==> config.mk <==
export PLATFORM = sky130hd
export DESIGN_NAME = fifo_write_arbiter
export DESIGN_NICKNAME = d
export VERILOG_FILES = /design/src/rtl/fifo_write_arbiter.sv
export SDC_FILE = /design/constraint.sdc
export NUM_CORES = 1
export LEC_CHECK = 0
export CAP_MARGIN = 25
export CORE_MARGIN = 10
export CORE_UTILIZATION = 37
export CTS_CLUSTER_SIZE = 20
export DETAILED_ROUTE_END_ITERATION = 12
export PLACE_DENSITY = 0.84
export SLEW_MARGIN = 25
export SYNTH_ARGS = -nofsm -noshare
export SYNTH_HDL_FRONTEND = slang
export SYNTH_SLANG_ARGS = --single-unit
==> constraint.sdc <==
create_clock -name clk -period 1.7 [get_ports clk]
set_input_delay 0.34 -clock clk [delete_from_list [all_inputs] [get_ports clk]]
set_output_delay 0.34 -clock clk [all_outputs]
set_load 0.05 [all_outputs]
==> src/rtl/fifo_write_arbiter.sv <==
`default_nettype none
// ============================================================================
// fifo_write_arbiter : round-robin, burst-bounded sharing of one FIFO write
//                      port between two producers.
// Revision: 1.0
// ============================================================================
module fifo_write_arbiter #(
  parameter int DATA_WIDTH = 8,
  parameter int BURST_LEN  = 4
) (
  input  logic                  clk,
  input  logic                  rst,
  input  logic                  req0,
  input  logic [DATA_WIDTH-1:0] data0,
  output logic                  gnt0,
  output logic                  ack0,
  input  logic                  req1,
  input  logic [DATA_WIDTH-1:0] data1,
  output logic                  gnt1,
  output logic                  ack1,
  input  logic                  fifo_full,
  output logic                  fifo_we,
  output logic [DATA_WIDTH-1:0] fifo_data_in
);

  localparam logic [1:0] S_IDLE   = 2'd0;
  localparam logic [1:0] S_GRANT0 = 2'd1;
  localparam logic [1:0] S_GRANT1 = 2'd2;
  localparam logic [3:0] BURST_LAST = 4'(BURST_LEN - 1);

  logic [1:0] state, state_nxt;
  logic       last, last_nxt;
  logic [3:0] burst_cnt, burst_cnt_nxt;

  // State register
  always_ff @(posedge clk) begin
    if (rst) begin
      state     <= S_IDLE;
      last      <= 1'b1;
      burst_cnt <= 4'd0;
    end else begin
      state     <= state_nxt;
      last      <= last_nxt;
      burst_cnt <= burst_cnt_nxt;
    end
  end

  // Next-state logic
  always_comb begin
    state_nxt     = state;
    last_nxt      = last;
    burst_cnt_nxt = burst_cnt;
    case (state)
      S_IDLE: begin
        burst_cnt_nxt = 4'd0;
        if (req0 && req1)
          state_nxt = last ? S_GRANT0 : S_GRANT1;
        else if (req0)
          state_nxt = S_GRANT0;
        else if (req1)
          state_nxt = S_GRANT1;
      end
      S_GRANT0: begin
        if (ack0) begin
          last_nxt = 1'b0;
          if (burst_cnt == BURST_LAST) begin
            burst_cnt_nxt = 4'd0;
            if (req1) state_nxt = S_GRANT1;
          end else begin
            burst_cnt_nxt = burst_cnt + 4'd1;
          end
        end else if (!req0) begin
          burst_cnt_nxt = 4'd0;
          state_nxt     = req1 ? S_GRANT1 : S_IDLE;
        end
        // Otherwise a full stall: grant and count both hold.
      end
      S_GRANT1: begin
        if (ack1) begin
          last_nxt = 1'b1;
          if (burst_cnt == BURST_LAST) begin
            burst_cnt_nxt = 4'd0;
            if (req0) state_nxt = S_GRANT0;
          end else begin
            burst_cnt_nxt = burst_cnt + 4'd1;
          end
        end else if (!req1) begin
          burst_cnt_nxt = 4'd0;
          state_nxt     = req0 ? S_GRANT0 : S_IDLE;
        end
      end
      default: begin
        state_nxt     = S_IDLE;
        burst_cnt_nxt = 4'd0;
      end
    endcase
  end

  // Output decode; rst gates the write path in the same cycle it rises.
  always_comb begin
    gnt0         = (state == S_GRANT0);
    gnt1         = (state == S_GRANT1);
    ack0         = gnt0 & req0 & ~fifo_full & ~rst;
    ack1         = gnt1 & req1 & ~fifo_full & ~rst;
    fifo_we      = ack0 | ack1;
    fifo_data_in = gnt1 ? data1 : data0;
  end

endmodule
`default_nettype wire

==> results of run 1 <==
-- how the worst min path moves through the flow --
stage                            start      endpoint  slack (ns)  depth (start not counted)
after detailed placement  burst_cnt[0]  burst_cnt[0]        0.51                          2
after floorplan           burst_cnt[0]  burst_cnt[0]        0.47                          2
after global routing      burst_cnt[0]  burst_cnt[0]        0.52                          2
final                     burst_cnt[0]  burst_cnt[0]        0.51                          2
after global placement    burst_cnt[0]  burst_cnt[0]        0.50                          2
after CTS                 burst_cnt[0]  burst_cnt[0]        0.52                          2
-- metrics by stage --
stage,cell area [sq um],setup slack (ns),util (%),cells
2_1_floorplan,638.1,-0.04251,-,70
3_3_place_gp,1115,-0.1682,72.32,127
3_5_place_dp,1115,-0.2192,72.32,127
4_1_cts,1325,-0.07316,85.96,140
5_1_grt,1380,-0.1196,89.53,142
6_report,1380,-0.09143,89.53,142
-- synthesized netlist by cell type, drive strengths merged (2+ instances only) --
cell type  number
inv             4
nand3b          2
or3             2
nor2            6
nand2           4
dfxtp           7
buf             2
nand2b          2
o21ai           3
ha              5
mux2            8
a21oi           9
-- logic make-up after synthesis --
kind of cell,share of synthesized area [%]
adders and majority gates,10.25
muxes,14.75
buffers and inverters,4.917
DFF,22.95
and+or+nand+nor,24.79
AOI/OAI and AO/OA,22.34
-- state kept, by name, summed over array words and instances, names as in the netlist --
name,cells
state,2
last,1
burst_cnt,4
-- routing by layer --
metal  vias up  part of all wire, %  track usage (%)
li1        369                    -                -
met1       404                   39            15.65
met2        51                   47            25.76
met3        12                   12            7.098
met4         0                  2.8            5.643
met5         -                    0                0
-- worst register-to-register path: stages (launching register included) --
cell,delay [ns]
dfxtp_2,0.35
inv_2,0.05
ha_4,0.17
a22oi_2,0.20
buf_4,0.15
a31oi_4,0.04
or4b_4,0.54
a21oi_2,0.13
-- final cells by class --
class	count	area, sq um
repair buffers	54	610.6
fillers	73	161.4
clock buffers	4	26.28
well taps	16	20.02
flip-flops and latches	7	146.4
inverters	4	17.52
multi-input cells	57	559.3
-- power breakdown --
part | total, mW | leakage [nW] | internal, mW | switching (mW)
clock | 0.165 | 0.0150 | 0.0904 | 0.0746
sequential | 0.237 | 0.0585 | 0.199 | 0.0388
combinational | 1.34 | 0.499 | 0.674 | 0.663
total | 1.74 | 0.572 | 0.963 | 0.777
-- repair_timing --
action | CTS | global route
endpoints found under the setup margin | 11 | 14
setup buffers | 9 | 2
endpoints found under the hold margin | 0 | 0
resized for setup | 37 | 10
cloned | 0 | 0
pin swaps | 4 | 1
==> metrics.txt, run 1 <==
die width=60.63 um; CP startpoint=state[1]; unrepaired setup endpoints after global routing=yes; pwr dens=1260 nW/um^2; worst reg2reg startpoint=state[0]; critical path class=reg -> out; I/O pin count=34; top-area cell type share of the netlist area=22.95%; area leader, netlist=dfxtp_1; CTS tree=built; CP Launch Type=flop; commonest non-fill, non-tap cells in the layout=16 x clkdlybuf4s50_1, 15 x buf_4, 8 x mux2_4, 8 x a21oi_1, 8 x buf_12; Final Wtd Congestion=0.7579; CP bufs+invs=2; setup ws final=-0.09143 ns; post-route setup TNS=-0.8235 ns; total wire length=3.043 mm; Async SR Flop Fraction=0%; drt first pass iters=4; post-synth cell types=31; number of global-route vias before repair=862; cell count of the worst reg-to-reg path=7; antenna violations before repair=0; status=complete, but fails checks; GRT overflow=0; core box area=1541 sq um; slowest stage cell on the critical path=dfxtp_4; worst hold slack=0.5068 ns; commonest non-fill, non-tap cell in the layout=clkdlybuf4s50_1; TritonCTS Buffers=3; port bufs=33; Fin. Hold Viols=0; most area-consuming cells after synthesis=dfxtp_1 23%, mux2_2 15%, ha_1 10%; failing checks=setup timing; post-route total power=1.740 mW; number of synthesized register bits=7; Crit Path Max Fanout=5; clock root buffer=clkbuf_4; Syn Nets=96; Fmax=558.2 MHz; initial drt markers=27; H-tree depth=1; syn_area_per_cell=8.723 sq um; static leakage=0.5722 nW; Worst Path Required=1.36 ns; hold_buf cts=0; ys flop type=dfxtp_1; Die Ht=60.63 um; Final #Nets=153; FF-to-FF setup slack=0 ns; Setup crit end kind=output pin; Worst Tran Pin Value=0.4735 ns; largest net degree at the start of global routing=9; Die ar.=3675 sq um; Clock Sink Count=7; Post-synth EDFFs=0; final worst-path cycle share=105.4%; Yosys warning total=0; Cell Area, Synth=610.6 sq um; Global Route Usage Sum=15.05%; Critical Path AT=1.45 ns; worst-case clock buffer depth=2; Worst Skew=0.008418 ns; Slew Limit Headroom=68.43%; Wirelength per Cell=21.43 um; worst vdd ir=1.056 mV; r2r endpoint=state[1]; Hold Path Class=reg -> reg; Final setup viols=12; share of layout cells above drive strength 1=53.17%; Syn Inst Count=70; post-route ant nets=0; HPWL after detailed placement=1.795 mm; Period minus WS final=1.791 ns; detailed-route via count=836; Initial Utilization=39.61%; family with the most delay on the worst path=flip-flops; crit-path max cell delay=0.40 ns; CTS clock-pin slew for the worst setup and hold paths=0.06 ns; Via density=5.887; Area growth syn-to-layout=126.0%; drc violations=0; FP Rows=14; WP depth=4; first-pass GRT wire length=4.340 mm; n_diodes=0; max-cap violations=0; worst path cell trace=ha_4 > buf_6 > mux2_4 > buf_12; sequential-to-total area share from yosys stat=22.95%; later-pin clock latency in the skew report=0.26 ns; Critical Path End=fifo_data_in[6]; final slew viol count=0
(Power assumes the default switching activity.)
==> run 2: changes to the inputs <==
--- a/config.mk
+++ b/config.mk
@@ -6,8 +6,9 @@
 export NUM_CORES = 1
 export LEC_CHECK = 0
 export CAP_MARGIN = 25
-export CORE_MARGIN = 10
+export CORE_MARGIN = 2
 export CORE_UTILIZATION = 37
+export CTS_BUF_LIST = sky130_fd_sc_hd__clkbuf_8 sky130_fd_sc_hd__clkbuf_16
 export CTS_CLUSTER_SIZE = 20
 export DETAILED_ROUTE_END_ITERATION = 12
 export PLACE_DENSITY = 0.84
==> constraint.sdc (replaced) <==
create_clock -name clk -period 1.73 [get_ports clk]
set_input_delay 0.346 -clock clk [delete_from_list [all_inputs] [get_ports clk]]
set_output_delay 0.346 -clock clk [all_outputs]
set_load 0.05 [all_outputs]
==> metrics.txt, run 2 (same netlist as run 1, synthesis figures left out) <==
met2 WL=1.142 mm (-20%); DRT met1 WL=829 um (-30%); Die ar.=1991 sq um (-46%); Fin. Hold Viols=0 (unchanged); worst-case clock buffer depth=2 (unchanged); post-route ant nets=0 (unchanged); post-route total power=1.582 mW (-9.1%); Final setup viols=6 (-6); static leakage=0.5309 nW (-7.2%); Largest Register=burst_cnt; Area growth syn-to-layout=107.4%; top flop regs=burst_cnt: 4 flops, state: 2 flops, last: 1 flops; setup ws final=-0.04535 ns (+0.04607 ns); placed insts=127 (unchanged); number of global-route vias before repair=756 (-12%); Initial Utilization=40.07% (+0.46 points); total wire length=2.230 mm (-27%); H-tree depth=1 (unchanged); drt first pass iters=4 (unchanged); Global Route Usage Sum=24.33% (+9.3 points); Critical Path AT=1.92 ns (+0.47 ns); Via density=5.493 (-6.7%); n_diodes=0 (unchanged); Fmax=563.3 MHz; HPWL after detailed placement=1.585 mm (-12%); Slew Limit Headroom=80.62% (+12 points); Setup crit end kind=flop; antenna violations before repair=0 (unchanged); first-pass GRT wire length=3.408 mm (-21%); slowest stage cell on the critical path=or4b_1; port bufs=33 (unchanged); unrepaired setup endpoints after global routing=yes; CTS tree=built; CTS clock-pin slew for the worst setup and hold paths=0.04 ns (-0.02 ns); die width=44.63 um (-26%); Worst Tran Pin Value=0.2906 ns (-0.1829 ns); Final #Nets=149 (-2.6%); pwr dens=1249 nW/um^2 (-0.87%); Fill cells=84 (+15%); Final Wtd Congestion=0.8245 (+8.8%); worst path cell trace=inv_2 > ha_4 > buf_12 > a22oi_2 > buf_4 > a31oi_2 > or4b_1 > a21oi_1; Crit Path Max Fanout=7 (+2); detailed-route via count=758 (-9.3%); clock root buffer=clkbuf_8; family with the most delay on the worst path=simple AND/OR/NAND/NOR gates; GRT overflow=0 (unchanged); final worst-path cycle share=102.6%; FP Rows=14 (unchanged); share of layout cells above drive strength 1=46.72% (-6.5 points); final core occ=83.09% (-6.4 points); Wirelength per Cell=16.16 um (-25%); Multi-input gate area=498.0 sq um (-11%); post-route setup TNS=-0.1496 ns (+0.6739 ns); final slew viol count=0 (unchanged); max-cap violations=0 (unchanged); Die Ht=44.63 um (-26%); met3 wire length=220 um (-38%); Clock Sink Count=7 (unchanged); Hold Path Class=reg -> reg; Period minus WS final=1.775 ns; I/O pin count=34 (unchanged); max reg flops=4 (unchanged); top sig layer=met4; Cell Count, Final, Fillers Out=138 (-2.8%); drc violations=0 (unchanged); largest net degree at the start of global routing=8 (-1); status=complete, but fails checks; failing checks=setup timing; worst vdd ir=1.233 mV (+17%); commonest non-fill, non-tap cells in the layout=16 x clkdlybuf4s50_1, 16 x buf_4, 9 x a21oi_1, 8 x buf_12, 7 x mux2_2; CP bufs+invs=3 (+1); Reg area=145.1 sq um (-0.85%); worst hold slack=0.5196 ns (+0.01286 ns); Worst Path Required=1.88 ns (+0.52 ns); CP Launch Type=flop; crit-path max cell delay=0.49 ns (+0.09 ns); critical path class=reg -> reg; later-pin clock latency in the skew report=0.23 ns (-0.03 ns); initial drt markers=5 (-81%); TritonCTS Buffers=3 (unchanged); Worst Skew=0.0005249 ns (-0.007894 ns); core box area=1524 sq um (-1.1%)
[run 2: cell count changes in the layout (fill, tap and decap cells not counted), sizes merged]
cell    previous run  this run
inv                4         5
clkbuf             4         3
buf               34        30
[run 2: power by group]
group,switching [mW],leakage (nW),total (mW),internal (mW)
combinational,0.574,0.446,1.13,0.557
clock,0.0719,0.0269,0.225,0.153
sequential,0.0296,0.0580,0.225,0.196
[run 2: metal layers]
layer | up-vias | track usage, %
met2 | 36 | 46.38
met3 | 4 | 6.122
met1 | 357 | 24.14
met5 | - | 0
li1 | 361 | -
met4 | 0 | 10.91
[run 2: worst min-delay path, delay by kind of cell, from the launching register on]
kind,cells,cell delay [ns]
AOI/OAI and AO/OA,1,0.07
and+or+nand+nor,1,0.07
DFF,1,0.34
[run 2: repair_timing]
item	CTS	global route
pin swaps	2	2
hold buffers	0	0
setup endpoints to repair	11	11
resized for setup	18	2
setup buffers	6	1
[run 2: area by class of cell]
type	instances	share of cell area, %
Clock buffer	3	3.261
Tap cell	16	1.581
Multi-Input combinational cell	57	39.33
Clock inverter	1	0.2964
Timing Repair Buffer	50	42.89
Sequential cell	7	11.46
Inverter	4	1.186
[run 2: path summary, 6_finish.rpt]
kind | from | endpoint | slack (ns) | cells after the start
worst min register to register | burst_cnt[1] | burst_cnt[1] | 0.52 | 2
worst max register to register | state[0] | state[1] | -0.05 | 8
worst max-delay path | state[0] | state[1] | -0.05 | 8
worst min-delay path | burst_cnt[1] | burst_cnt[1] | 0.52 | 2
[run 2: through the flow]
stage / setup slack, ns / cell area [sq um]
CTS: -0.03226 / 1255
finish: -0.04535 / 1266
global placement: -0.07963 / 1102
global route: -0.08574 / 1266
detailed placement: -0.1383 / 1102
floorplan: -0.01851 / 638.1
